[src/rtl/twos_decode.sv]
// Bit-serial two's complement to sign-magnitude decoder, LSB first, one bit per clock.
// Optional OVF output (result does not fit sign-magnitude) enabled by defining TWOS_DEC_OVF_EN.
module twos_decode (
  input  logic       CLK,
  input  logic       RESET,
  input  logic       START,
  input  logic [7:0] IN_NUM,
  output logic       BUSY,
  output logic       DONE,
  output logic       SIGN,
`ifdef TWOS_DEC_OVF_EN
  output logic       OVF,
`endif
  output logic [7:0] MAG
);

  localparam int DATA_W = 8;
  localparam int CNT_W  = 3;

  typedef enum logic [1:0] {
    IDLE  = 2'd0,
    SHIFT = 2'd1,
    FIN   = 2'd2
  } state_t;

  state_t state;
  state_t state_nxt;

  logic [DATA_W-1:0] sr;
  logic [DATA_W-1:0] w;
  logic [DATA_W-1:0] w_nxt;
  logic [CNT_W-1:0]  cnt;
  logic              seen;
  logic              sign_r;
  logic              out_bit;
  logic              accept;
  logic              last_bit;

  // Serial negation: copy bits up to and including the first one, invert the rest.
  function automatic logic dec_bit(input logic neg, input logic seen_one, input logic b);
    return (neg && seen_one) ? ~b : b;
  endfunction

  assign accept   = START && (state != SHIFT);
  assign last_bit = (state == SHIFT) && (cnt == CNT_W'(DATA_W - 1));
  assign out_bit  = dec_bit(sign_r, seen, sr[0]);
  assign w_nxt    = {out_bit, w[DATA_W-1:1]};

  assign BUSY = (state == SHIFT);
  assign DONE = (state == FIN);

  always_ff @(posedge CLK) begin
    if (RESET) begin
      state <= IDLE;
    end else begin
      state <= state_nxt;
    end
  end

  always_comb begin
    state_nxt = state;
    case (state)
      IDLE:    if (START) state_nxt = SHIFT;
      SHIFT:   if (last_bit) state_nxt = FIN;
      FIN:     state_nxt = START ? SHIFT : IDLE;
      default: state_nxt = IDLE;
    endcase
  end

  // Serial datapath; results are written only on the final bit edge so they hold otherwise.
  always_ff @(posedge CLK) begin
    if (RESET) begin
      sr     <= '0;
      w      <= '0;
      cnt    <= '0;
      seen   <= 1'b0;
      sign_r <= 1'b0;
      SIGN   <= 1'b0;
      MAG    <= '0;
`ifdef TWOS_DEC_OVF_EN
      OVF    <= 1'b0;
`endif
    end else if (accept) begin
      sr     <= IN_NUM;
      sign_r <= IN_NUM[DATA_W-1];
      w      <= '0;
      cnt    <= '0;
      seen   <= 1'b0;
    end else if (state == SHIFT) begin
      sr   <= {1'b0, sr[DATA_W-1:1]};
      w    <= w_nxt;
      cnt  <= cnt + CNT_W'(1);
      seen <= seen | (sign_r & sr[0]);
      if (last_bit) begin
        MAG  <= w_nxt;
        SIGN <= sign_r;
`ifdef TWOS_DEC_OVF_EN
        OVF  <= w_nxt[DATA_W-1];
`endif
      end
    end
  end

endmodule
[config.mk]
export PLATFORM = sky130hd
export DESIGN_NAME = twos_decode
export DESIGN_NICKNAME = d
export VERILOG_FILES = /design/src/rtl/twos_decode.sv
export SDC_FILE = /design/constraint.sdc
export NUM_CORES = 1
export LEC_CHECK = 0
export BUFFER_PORTS_ARGS = -buffer_cell sky130_fd_sc_hd__clkbuf_2
export CAP_MARGIN = 0
export CELL_PAD_IN_SITES_DETAIL_PLACEMENT = 1
export CELL_PAD_IN_SITES_GLOBAL_PLACEMENT = 2
export CORE_UTILIZATION = 35
export CTS_CLUSTER_SIZE = 8
export DETAILED_ROUTE_END_ITERATION = 8
export PLACE_DENSITY_LB_ADDON = 0.1
export SLEW_MARGIN = 0
export SYNTH_ARGS = -nofsm -noshare
export SYNTH_HDL_FRONTEND = slang
export SYNTH_SLANG_ARGS = --single-unit
export TNS_END_PERCENT = 100
[constraint.sdc]
create_clock -name CLK -period 3.45 [get_ports CLK]
set_clock_uncertainty 0.15 [all_clocks]
set_input_delay 0.69 -clock CLK [delete_from_list [all_inputs] [get_ports CLK]]
set_output_delay 0.69 -clock CLK [all_outputs]
set_load 0.005 [all_outputs]
==> summary.md, run 1 <==
| Metric | Value |
|---|---|
| VDD IR-drop max | approximately 0.23 mV |
| Worst EP required | 2.61 ns |
| Critical path buffers and inverters | 3 |
| Port-buffer cells | 21 |
| Syn avg cell area | 9.203 um^2 |
| CTS tree | done |
| Fin nets | about 170 |
| Vias per Instance | ~4.8 |
| CP max FO | 26 |
| Critical path, cell by cell | nand2b_1 -> buf_4 -> inv_4 -> clkbuf_2 |
| Number of H-tree levels | 2 |
| Initial antenna violation count | 0 |
| CTS sink count | 31 |
| Worst-skew pair later-pin latency | about 0.33 ns |
| Post-cts resize count | 0 |
| Clock buffer depth | 2 |
| Reg clk slew, reported paths | roughly 0.10 ns |
| Number of placed I/O pins | 22 |
| Highest routed layer | met4 |
| Layout cell share with drive strength beyond 1 | 0.2516 |
| Yosys top cell by area | dfxtp_1 |
| Top cells by area, synth | dfxtp_1 50%, mux2i_1 7.3%, nand2_1 7.3%, a21oi_2 5.6%, a211oi_1 4.8% |
| CP Capture Type | output pin |
| MaxCap Viol Count | 0 |
| Largest net degree at the start of global routing | 27 |
| Commonest non-fill, non-tap cell in the layout | dfxtp_1 |
| Met3 wire len | approximately 140 um |
| Worst EP arrival | approximately 1.4 ns |
| YS warnings | 0 |
| M1 WL | between 1 and 1.5 mm |
| Max Fclk | approximately 0.45 GHz |
| Setup_tns | 0 ns |
| Slowest stage cell, crit path | dfxtp_1 |
| N_diodes | 0 |
| Post-route ant nets | 0 |
| #FFs+latches synth | 31 |
| Core box area | about 3400 um^2 |
| Hold buffers post-CTS | 0 |
| Post-CTS setup buffers | 0 |
| Min Tclk post-route | approximately 2.2 ns |
| Placed cell count | a little under 200 |
| Post-Syn Nets | about 150 |
| WL met2 | ~1.2 mm |
| DRT Pass-1 Iters | 2 |
| Total Wirelength | ~2.6 mm |
| RSZ-0062 raised after global routing | no |
| Most frequent cells in the layout | 31 x dfxtp_1, 24 x nand2_1, 21 x clkbuf_2 |
| DRC viols | 0 |
| Clock tree root buffer cell | clkbuf_4 |
| Die area | between 3000 and 4000 um^2 |
| Pwr Density | between 500 and 600 nW/um^2 |
| Grt ovf | 0 |
| Die H | about 62 um |
| CTS buffer count | 5 |
| Post-DR wirelength/cell | 12.82 um |
| Fillers | 430 |
| Dominant delay contributor by cell family on the critical path | buffers and inverters |
| Status | completed |
| Global placement routability congestion | 0.6840 |
| Tcrit/Tclk final | 0.6466 |
| First-pass GRT wire length | approximately 4.4 mm |
| Proportion of netlist area held by the largest area contributor | 0.4995 |
| Rel. slew slack | 0.6828 |
| Gate Count Post-Synth | between 100 and 150 |
| Min-Delay Path Class | reg2reg |
| Critical setup path kind | reg2out |
| Initial core utilization | 0.3694 |
| Synthesis-to-finish area growth | 15.51% |
| Static Leak | 0.0005751 uW |
| Endpoints failing setup | 0 |
| Area of the multi-input gates | ~550 um^2 |
| Worst setup SP type | register |
| Mapped Area | 1242 um^2 |
| Vias in the first global route | ~950 |
| GRT Total Usage | 0.1628 |
| Crit-path max cell delay | ~0.32 ns |
| Die Wd | 61.58 um |
| Drt first-iter violations | 57 |
| Seq/Total Area, Yosys | 0.4995 |
| Worst slew pin tran | approximately 0.48 ns |
| Cell variety after synth | 26 |
| HPWL after DPL | between 1.5 and 2 mm |
| Routed via count | between 900 and 1k |
| Row cnt | 21 |
| Slew Viols, Final | 0 |
| Non-filler cells, final | approximately 200 |
| Final hold viol count | 0 |
| Register area | between 600 and 700 um^2 |
final timing paths:
kind / start / to / slack, ns / cells past startpoint
max: state[1] / BUSY / 1.22 / 4
max reg2reg: cnt[0] / SIGN / 1.64 / 5
min: MAG[6] / MAG[6] / 0.31 / 2
min reg2reg: MAG[6] / MAG[6] / 0.31 / 2
synthesized netlist by cell type, drive strengths merged:
cell,n
a211oi,8
a21o,1
a21oi,17
a311oi,1
a31oi,1
buf,7
clkbuf,3
dfxtp,31
ha,2
inv,2
mux2i,9
nand2,24
nand2b,1
nand3,8
nand3b,1
nor2,13
nor2b,1
nor3,1
o21ai,1
o22a,1
xnor2,1
xor2,1
routing by layer:
| metal | vias to the layer above | global-route usage |
|---|---|---|
| li1 | 502 | - |
| met1 | 444 | 0.1987 |
| met2 | 24 | 0.2596 |
| met3 | 2 | 0.07143 |
| met4 | 0 | 0.04762 |
| met5 | - | 0 |
tightest hold or removal path: stages (launching register included):
cell     delay (ns)
dfxtp_1        0.32
nand2_1        0.05
a21oi_1        0.05
state kept, by name (all words and copies together) (netlist names):
register	count
MAG	8
SIGN	1
cnt	3
seen	1
sign_r	1
sr	8
state	2
w	7
power breakdown:
group	switching [uW]	total, uW	internal, uW
clock	126	297	171
combinational	36.5	58.0	21.5
sequential	8.56	379	370
logic make-up (layout without fill, tap and decap cells):
kind of cell	count (synthesis)	after routing	synth area share
compound gates	30	30	0.1702
xor+xnor	2	2	0.01410
fa+ha+maj	2	2	0.02014
buf+inv	12	32	0.05941
flops	31	31	0.4995
mux	9	9	0.07251
simple gates	49	49	0.1642
area by class of cell:
type	count	area share
Inverter	2	0.006975
Clock inverter	2	0.02441
Clock buffer	6	0.03575
Multi-Input combinational cell	92	0.3819
Timing Repair Buffer	22	0.07847
Tap cell	46	0.04010
Sequential cell	31	0.4324
stage by stage:
stage	hold WS (ns)	worst slack, ns	util	cell area, um^2	total power, uW
3_5_place_dp	0.2986	1.532	0.4010	1349	445.8
2_1_floorplan	0.2871	1.820	-	1242	433.5
5_1_grt	0.3302	1.081	0.4267	1435	772.5
3_3_place_gp	0.2953	1.563	0.4010	1349	442.8
6_report	0.3074	1.219	0.4267	1435	733.8
4_1_cts	0.3123	1.186	0.4267	1435	746.6
(Power assumes the default switching activity.)
==> run 2: changes to the inputs <==
Settings changed: CORE_UTILIZATION 35 to 29.
Clock period 3.45 ns to 1.8 ns, I/O delays scaled along.
==> run 2 against run 1 <==
  * Setup slack worse by 1.1 ns
  * Total power up 97%
  * Via count up 2.5%
  * Sequential cell count unchanged
  * Die area up 20%
  * First-iteration DRC count down 8.8%
  * Global-route usage down 2.2 points
  * Final area up 4.4%
  * Cell count up 5.0%
  * Register-to-register slack worse by 1.4 ns
  * Critical path type unchanged
==> summary.md, run 2 (synthesis results as in run 1) <==
| Metric | Value |
|---|---|
| R2R Setup Slk | 0.24 ns (-1.40 ns) |
| Max Fclk | 0.6042 GHz |
| Core box area | 4058 um^2 (+21%) |
| Post-cts resize count | 0 (unchanged) |
| Terminus of the critical flop-to-flop path | SIGN |
| Worst slew pin tran | 0.3530 ns (-0.1229 ns) |
| VDD IR-drop max | 0.3029 mV (+34%) |
| Clock tree root buffer cell | clkbuf_8 |
| MaxCap Viol Count | 0 (unchanged) |
| Setup_tns | 0 ns (unchanged) |
| DRC viols | 0 (unchanged) |
| Status | completed |
| Critical Path Sink | BUSY |
| M1 WL | 1.396 mm (+12%) |
| DRT Pass-1 Iters | 4 (+2) |
| Post-CTS setup buffers | 0 (unchanged) |
| Rel. slew slack | 0.7640 (+0.08122) |
| Slew Viols, Final | 0 (unchanged) |
| Row cnt | 23 (+9.5%) |
| Global placement routability congestion | 0.6779 (-0.89%) |
| Critical setup path kind | reg2out |
| Port-buffer cells | 21 (unchanged) |
| CP Capture Type | output pin |
| Worst EP required | 1.29 ns (-1.32 ns) |
| GRT Total Usage | 0.1411 (-0.02174) |
| Drt first-iter violations | 52 (-8.8%) |
| Worst-skew pair later-pin latency | 0.28 ns (-0.05 ns) |
| CTS sink count | 31 (unchanged) |
| Finished Core Util | 0.3694 (-0.05730) |
| Post-DR wirelength/cell | 12.73 um (-0.67%) |
| Endpoints failing setup | 0 (unchanged) |
| Post-route ant nets | 0 (unchanged) |
| Layout cell share with drive strength beyond 1 | 0.2733 (+0.02168) |
| Setup crit start | state[1] |
| First-pass GRT wire length | 4.602 mm (+5.2%) |
| Total Wirelength | 2.687 mm (+4.3%) |
| Routed via count | 996 (+2.5%) |
| Met3 wire len | 121 um (-10%) |
| CTS buffer count | 5 (unchanged) |
| N_diodes | 0 (unchanged) |
| Clock buffer depth | 2 (unchanged) |
| Worst EP arrival | 1.15 ns (-0.24 ns) |
| RSZ-0062 raised after global routing | no |
| Synthesis-to-finish area growth | 20.64% |
| HPWL after DPL | 1.967 mm (+9.4%) |
| Number of H-tree levels | 2 (unchanged) |
| Hold buffers post-CTS | 0 (unchanged) |
| Top Registers | MAG x8, sr x8, w x7 |
| Pwr Density | 965.8 nW/um^2 (+89%) |
| Vias per Instance | 4.720 (-2.4%) |
| Fillers | 492 (+14%) |
| CP max FO | 14 (-46%) |
| Die Wd | 67.46 um (+9.5%) |
| Worst r2r src | cnt[0] |
| Static Leak | 0.0006076 uW (+5.7%) |
| Initial core utilization | 0.3062 (-0.06322) |
| Largest net degree at the start of global routing | 17 (-37%) |
| Number of placed I/O pins | 22 (unchanged) |
| Reg clk slew, reported paths | 0.06 ns (-0.04 ns) |
| Final hold viol count | 0 (unchanged) |
| Die area | 4550 um^2 (+20%) |
| CTS tree | done |
| Min Tclk post-route | 1.655 ns |
| Worst setup SP type | register |
| Most frequent cells in the layout | 31 x dfxtp_1, 24 x nand2_1, 21 x clkbuf_2 |
| Die H | 67.46 um (+9.5%) |
| R2r worst-path depth | 5 (unchanged) |
| Initial antenna violation count | 0 (unchanged) |
| Fin nets | 173 (+3.6%) |
| Tcrit/Tclk final | 0.9195 |
| Highest routed layer | met4 |
| Min-Delay Path Class | in2reg |
| Vias in the first global route | 965 (+1.2%) |
| WL met2 | 1.124 mm (-4.2%) |
| Commonest non-fill, non-tap cell in the layout | dfxtp_1 |
| Grt ovf | 0 (unchanged) |
[run 2: cell count changes in the layout (fill, tap and decap cells not counted)]
cell	previous run	this run
clkbuf_1	0	1
buf_4	1	7
clkbuf_4	5	0
clkinv_2	1	0
bufinv_16	1	0
clkbuf_8	1	7
[run 2: routing by layer]
metal / up-vias / track usage
li1: 510 / -
met4: 0 / 0.05585
met5: - / 0
met3: 6 / 0.06081
met2: 18 / 0.2000
met1: 462 / 0.1860
[run 2: stage by stage]
step                worst slack, ns  std cells  instance area (um^2)  hold WS [ns]  power [uW]
detailed placement           0.2367        203                  1399        0.3061       866.8
finish                       0.1448        211                  1499        0.1884        1448
global placement             0.2787        203                  1399        0.2966       861.8
global route                0.04844        211                  1499        0.1945        1520
floorplan                    0.3711        135                  1242        0.2871       830.8
CTS                          0.1240        211                  1499        0.1776        1472
[run 2: area by class of cell]
type	instances	area [um^2]	share of cell area
well taps	50	62.56	0.04174
clock buffers	8	100.1	0.06678
multi-input cells	92	548.0	0.3656
repair buffers	28	157.7	0.1052
inverters	2	10.01	0.006678
flip-flops and latches	31	620.6	0.4140
[run 2: worst max-delay path, cell delays in order (launching register included)]
cell      delay, ns
dfxtp_1        0.32
nand2b_1       0.22
inv_4          0.18
clkbuf_2       0.14
[run 2: worst min path at each step]
stage	start	end	depth (start not counted)
3_3_place_gp	MAG[4]	MAG[4]	2
6_report	IN_NUM[7]	sign_r	3
5_1_grt	IN_NUM[7]	sign_r	3
2_1_floorplan	seen	seen	2
3_5_place_dp	seen	seen	2
4_1_cts	IN_NUM[7]	sign_r	3
[run 2: power by group]
part,internal [uW],switching (uW),leakage [uW],total (uW)
registers,710,15.7,0.000252,725
clock network,349,250,0.0000515,599
logic,50.6,72.8,0.000304,123
==> run 3: changes to the inputs <==
--- a/config.mk
+++ b/config.mk
@@ -11,2 +11,3 @@
 export CELL_PAD_IN_SITES_GLOBAL_PLACEMENT = 2
+export CORE_ASPECT_RATIO = 2
 export CORE_UTILIZATION = 29
==> constraint.sdc (replaced) <==
create_clock -name CLK -period 1.8 [get_ports CLK]
set_clock_uncertainty 0.15 [all_clocks]
set_input_delay 0.54 -clock CLK [delete_from_list [all_inputs] [get_ports CLK]]
set_output_delay 0.54 -clock CLK [all_outputs]
set_load 0.005 [all_outputs]
==> run 3 against run 2 <==
  * Total power is 2.0% lower
  * Non-clock buffer count stayed put
  * Largest power group unchanged
  * Die area is 0.35% higher
  * Sequential share of layout area is 0.21 points higher
  * Via count is 4.2% higher
  * Setup slack worse by 0.090 ns
  * Cell count is 0.47% higher
  * Sequential cell count stayed put
  * Critical path depth stayed put
==> summary.md, run 3 (synthesis results as in run 1) <==
| Metric | Value |
|---|---|
| Die H | 94.57 um (+40%) |
| Status | completed |
| Min-Delay Path Class | reg2reg |
| Slew Viols, Final | 0 (unchanged) |
| DRC viols | 0 (unchanged) |
| R2r worst-path depth | 5 (unchanged) |
| Routed via count | 1,038 (+4.2%) |
| Critical Path Sink | BUSY |
| R2R Setup Slk | 0.22 ns (-0.02 ns) |
| Setup_tns | 0 ns (unchanged) |
| N_diodes | 0 (unchanged) |
| GRT Total Usage | 0.1641 (+0.02306) |
| Grt met1 use | 0.1712 (-0.01486) |
| Setup Slack @ Placement | 0.2073 ns (-0.02942 ns) |
| Core box area | 4088 um^2 (+0.74%) |
| Clock buffer depth | 2 (unchanged) |
| Worst EP required | 1.11 ns (-0.18 ns) |
| Setup crit start | state[1] |
| CTS buffer count | 5 (unchanged) |
| Drt first-iter violations | 11 (-79%) |
| HPWL after DPL | 2.267 mm (+15%) |
| DRT Pass-1 Iters | 4 (unchanged) |
| Rel. slew slack | 0.7475 (-0.01652) |
| Tcrit/Tclk final | 0.9696 (+0.05005) |
| Total net switching power | 357.3 uW (+5.5%) |
| Worst setup SP type | register |
| Die area | 4566 um^2 (+0.35%) |
| VDD IR-drop max | 0.5112 mV (+69%) |
| Total Wirelength | 3.045 mm (+13%) |
| Fillers | 491 (-0.20%) |
| Layout cell share with drive strength beyond 1 | 0.2813 (+0.007958) |
| Non-filler cells, final | 212 (+0.47%) |
| RSZ-0062 raised after global routing | no |
| Reg clk slew, reported paths | 0.07 ns (about the same) |
| Hold buffers post-CTS | 0 (unchanged) |
| Number of H-tree levels | 2 (unchanged) |
| Post-route ant nets | 0 (unchanged) |
| Min Tclk post-route | 1.745 ns (+0.09009 ns) |
| Post-cts resize count | 0 (unchanged) |
| Clock power share | 0.399 (-0.015) |
| Worst r2r src | cnt[0] |
| Commonest non-fill, non-tap cell in the layout | dfxtp_1 |
| Pwr Density | 951.0 nW/um^2 (-1.5%) |
| Top Registers | MAG x8, sr x8, w x7 |
| Port-buffer cells | 21 (unchanged) |
| Clock tree root buffer cell | clkbuf_8 |
| Row cnt | 33 (+43%) |
| Fin nets | 173 (unchanged) |
| Post-CTS setup buffers | 0 (unchanged) |
| Final hold viol count | 0 (unchanged) |
| CP Capture Type | output pin |
| Cell Int Power | 1061 uW (-4.3%) |
| Static Leak | 0.0006029 uW (-0.78%) |
| Most frequent cells in the layout | 31 x dfxtp_1, 24 x nand2_1, 21 x clkbuf_2 |
| Initial core utilization | 0.3039 (-0.002249) |
| Die Wd | 48.29 um (-28%) |
| Worst EP arrival | 1.06 ns (-0.09 ns) |
| Terminus of the critical flop-to-flop path | SIGN |
| Worst-skew pair later-pin latency | 0.28 ns (about the same) |
| Critical setup path kind | reg2out |
| Grt ovf | 0 (unchanged) |
| CTS sink count | 31 (unchanged) |
| First-pass GRT wire length | 5.168 mm (+12%) |
| Reg power frac | 0.512 (+0.011) |
| Global placement routability congestion | 0.7278 (+7.4%) |
| Initial antenna violation count | 0 (unchanged) |
| Met2 Track Usage GR | 0.2744 (+0.07444) |
| Post-DR wirelength/cell | 14.36 um (+13%) |
| Switch share | 0.2519 (+0.01791) |
| Synthesis-to-finish area growth | 20.04% |
| Comb power frac | 0.089 (+0.004) |
| CP max FO | 6 (-8) |
| Largest net degree at the start of global routing | 20 (+3) |
| Placed cell count | 205 (+0.99%) |
| Vias in the first global route | 1,102 (+14%) |
| Worst slew pin tran | 0.3777 ns (+0.02471 ns) |
| Setup ws final | 0.05474 ns (-0.09009 ns) |
| CTS tree | done |
| Endpoints failing setup | 0 (unchanged) |
| Vias per Instance | 4.896 (+3.7%) |
| Busiest grt layer | met2 |
| MaxCap Viol Count | 0 (unchanged) |
| Number of placed I/O pins | 22 (unchanged) |
| Met3 Track Usage GR | 0.04589 (-0.01492) |
| Max Fclk | 0.5730 GHz (-5.2%) |
## run 3: cell types whose count changed in the layout (fill, tap and decap cells not counted)
cell      delta
nand2b_1     -1
clkbuf_1     -1
clkinv_2     +1
clkbuf_8     -1
nand2b_2     +1
## run 3: final cells by class
type                            instances  area (um^2)  share of cell area
Sequential cell                        31        620.6              0.4161
Tap cell                               52        65.06             0.04362
Inverter                                2        10.01            0.006711
Clock inverter                          1        5.005            0.003356
Multi-Input combinational cell         92        550.5              0.3691
Timing Repair Buffer                   28        157.7              0.1057
Clock buffer                            6        82.58             0.05537
## run 3: per-stage QoR
stage                     hold WS [ns]  power (uW)    util  area (um^2)
after floorplan                 0.2871       830.8       -         1242
after global placement          0.2954       866.2  0.3428         1401
after detailed placement        0.2997       869.7  0.3428         1401
after CTS                       0.3091        1434  0.3642         1489
after global routing            0.3274        1476  0.3649         1491
final                           0.3065        1418  0.3649         1491
## run 3: power groups by stage
stage          logic [uW]  clock network, uW  registers (uW)
2_1_floorplan        94.8                  0             736
3_3_place_gp          126                  0             740
3_5_place_dp          129                  0             741
4_1_cts               129                580             726
5_1_grt               143                605             728
6_report              126                566             726
## run 3: worst min-delay path by stage
stage / slack, ns / endpoint / startpoint / cells past startpoint
global route: 0.33 / MAG[5] / MAG[5] / 2
floorplan: 0.29 / seen / seen / 2
detailed placement: 0.30 / MAG[5] / MAG[5] / 2
finish: 0.31 / MAG[5] / MAG[5] / 2
global placement: 0.30 / MAG[2] / MAG[2] / 2
CTS: 0.31 / MAG[5] / MAG[5] / 2
## run 3: worst max-delay path, stage by stage (launching register included)
cell and delay [ns]:
dfxtp_1 0.32, nand2b_2 0.23, inv_4 0.11, clkbuf_2 0.11
## run 3: metal layers
metal / wire, um / share of wire
met5: 0 / 0
met4: 80 / 0.026
met3: 108 / 0.035
met2: 1708 / 0.56
met1: 1147 / 0.38
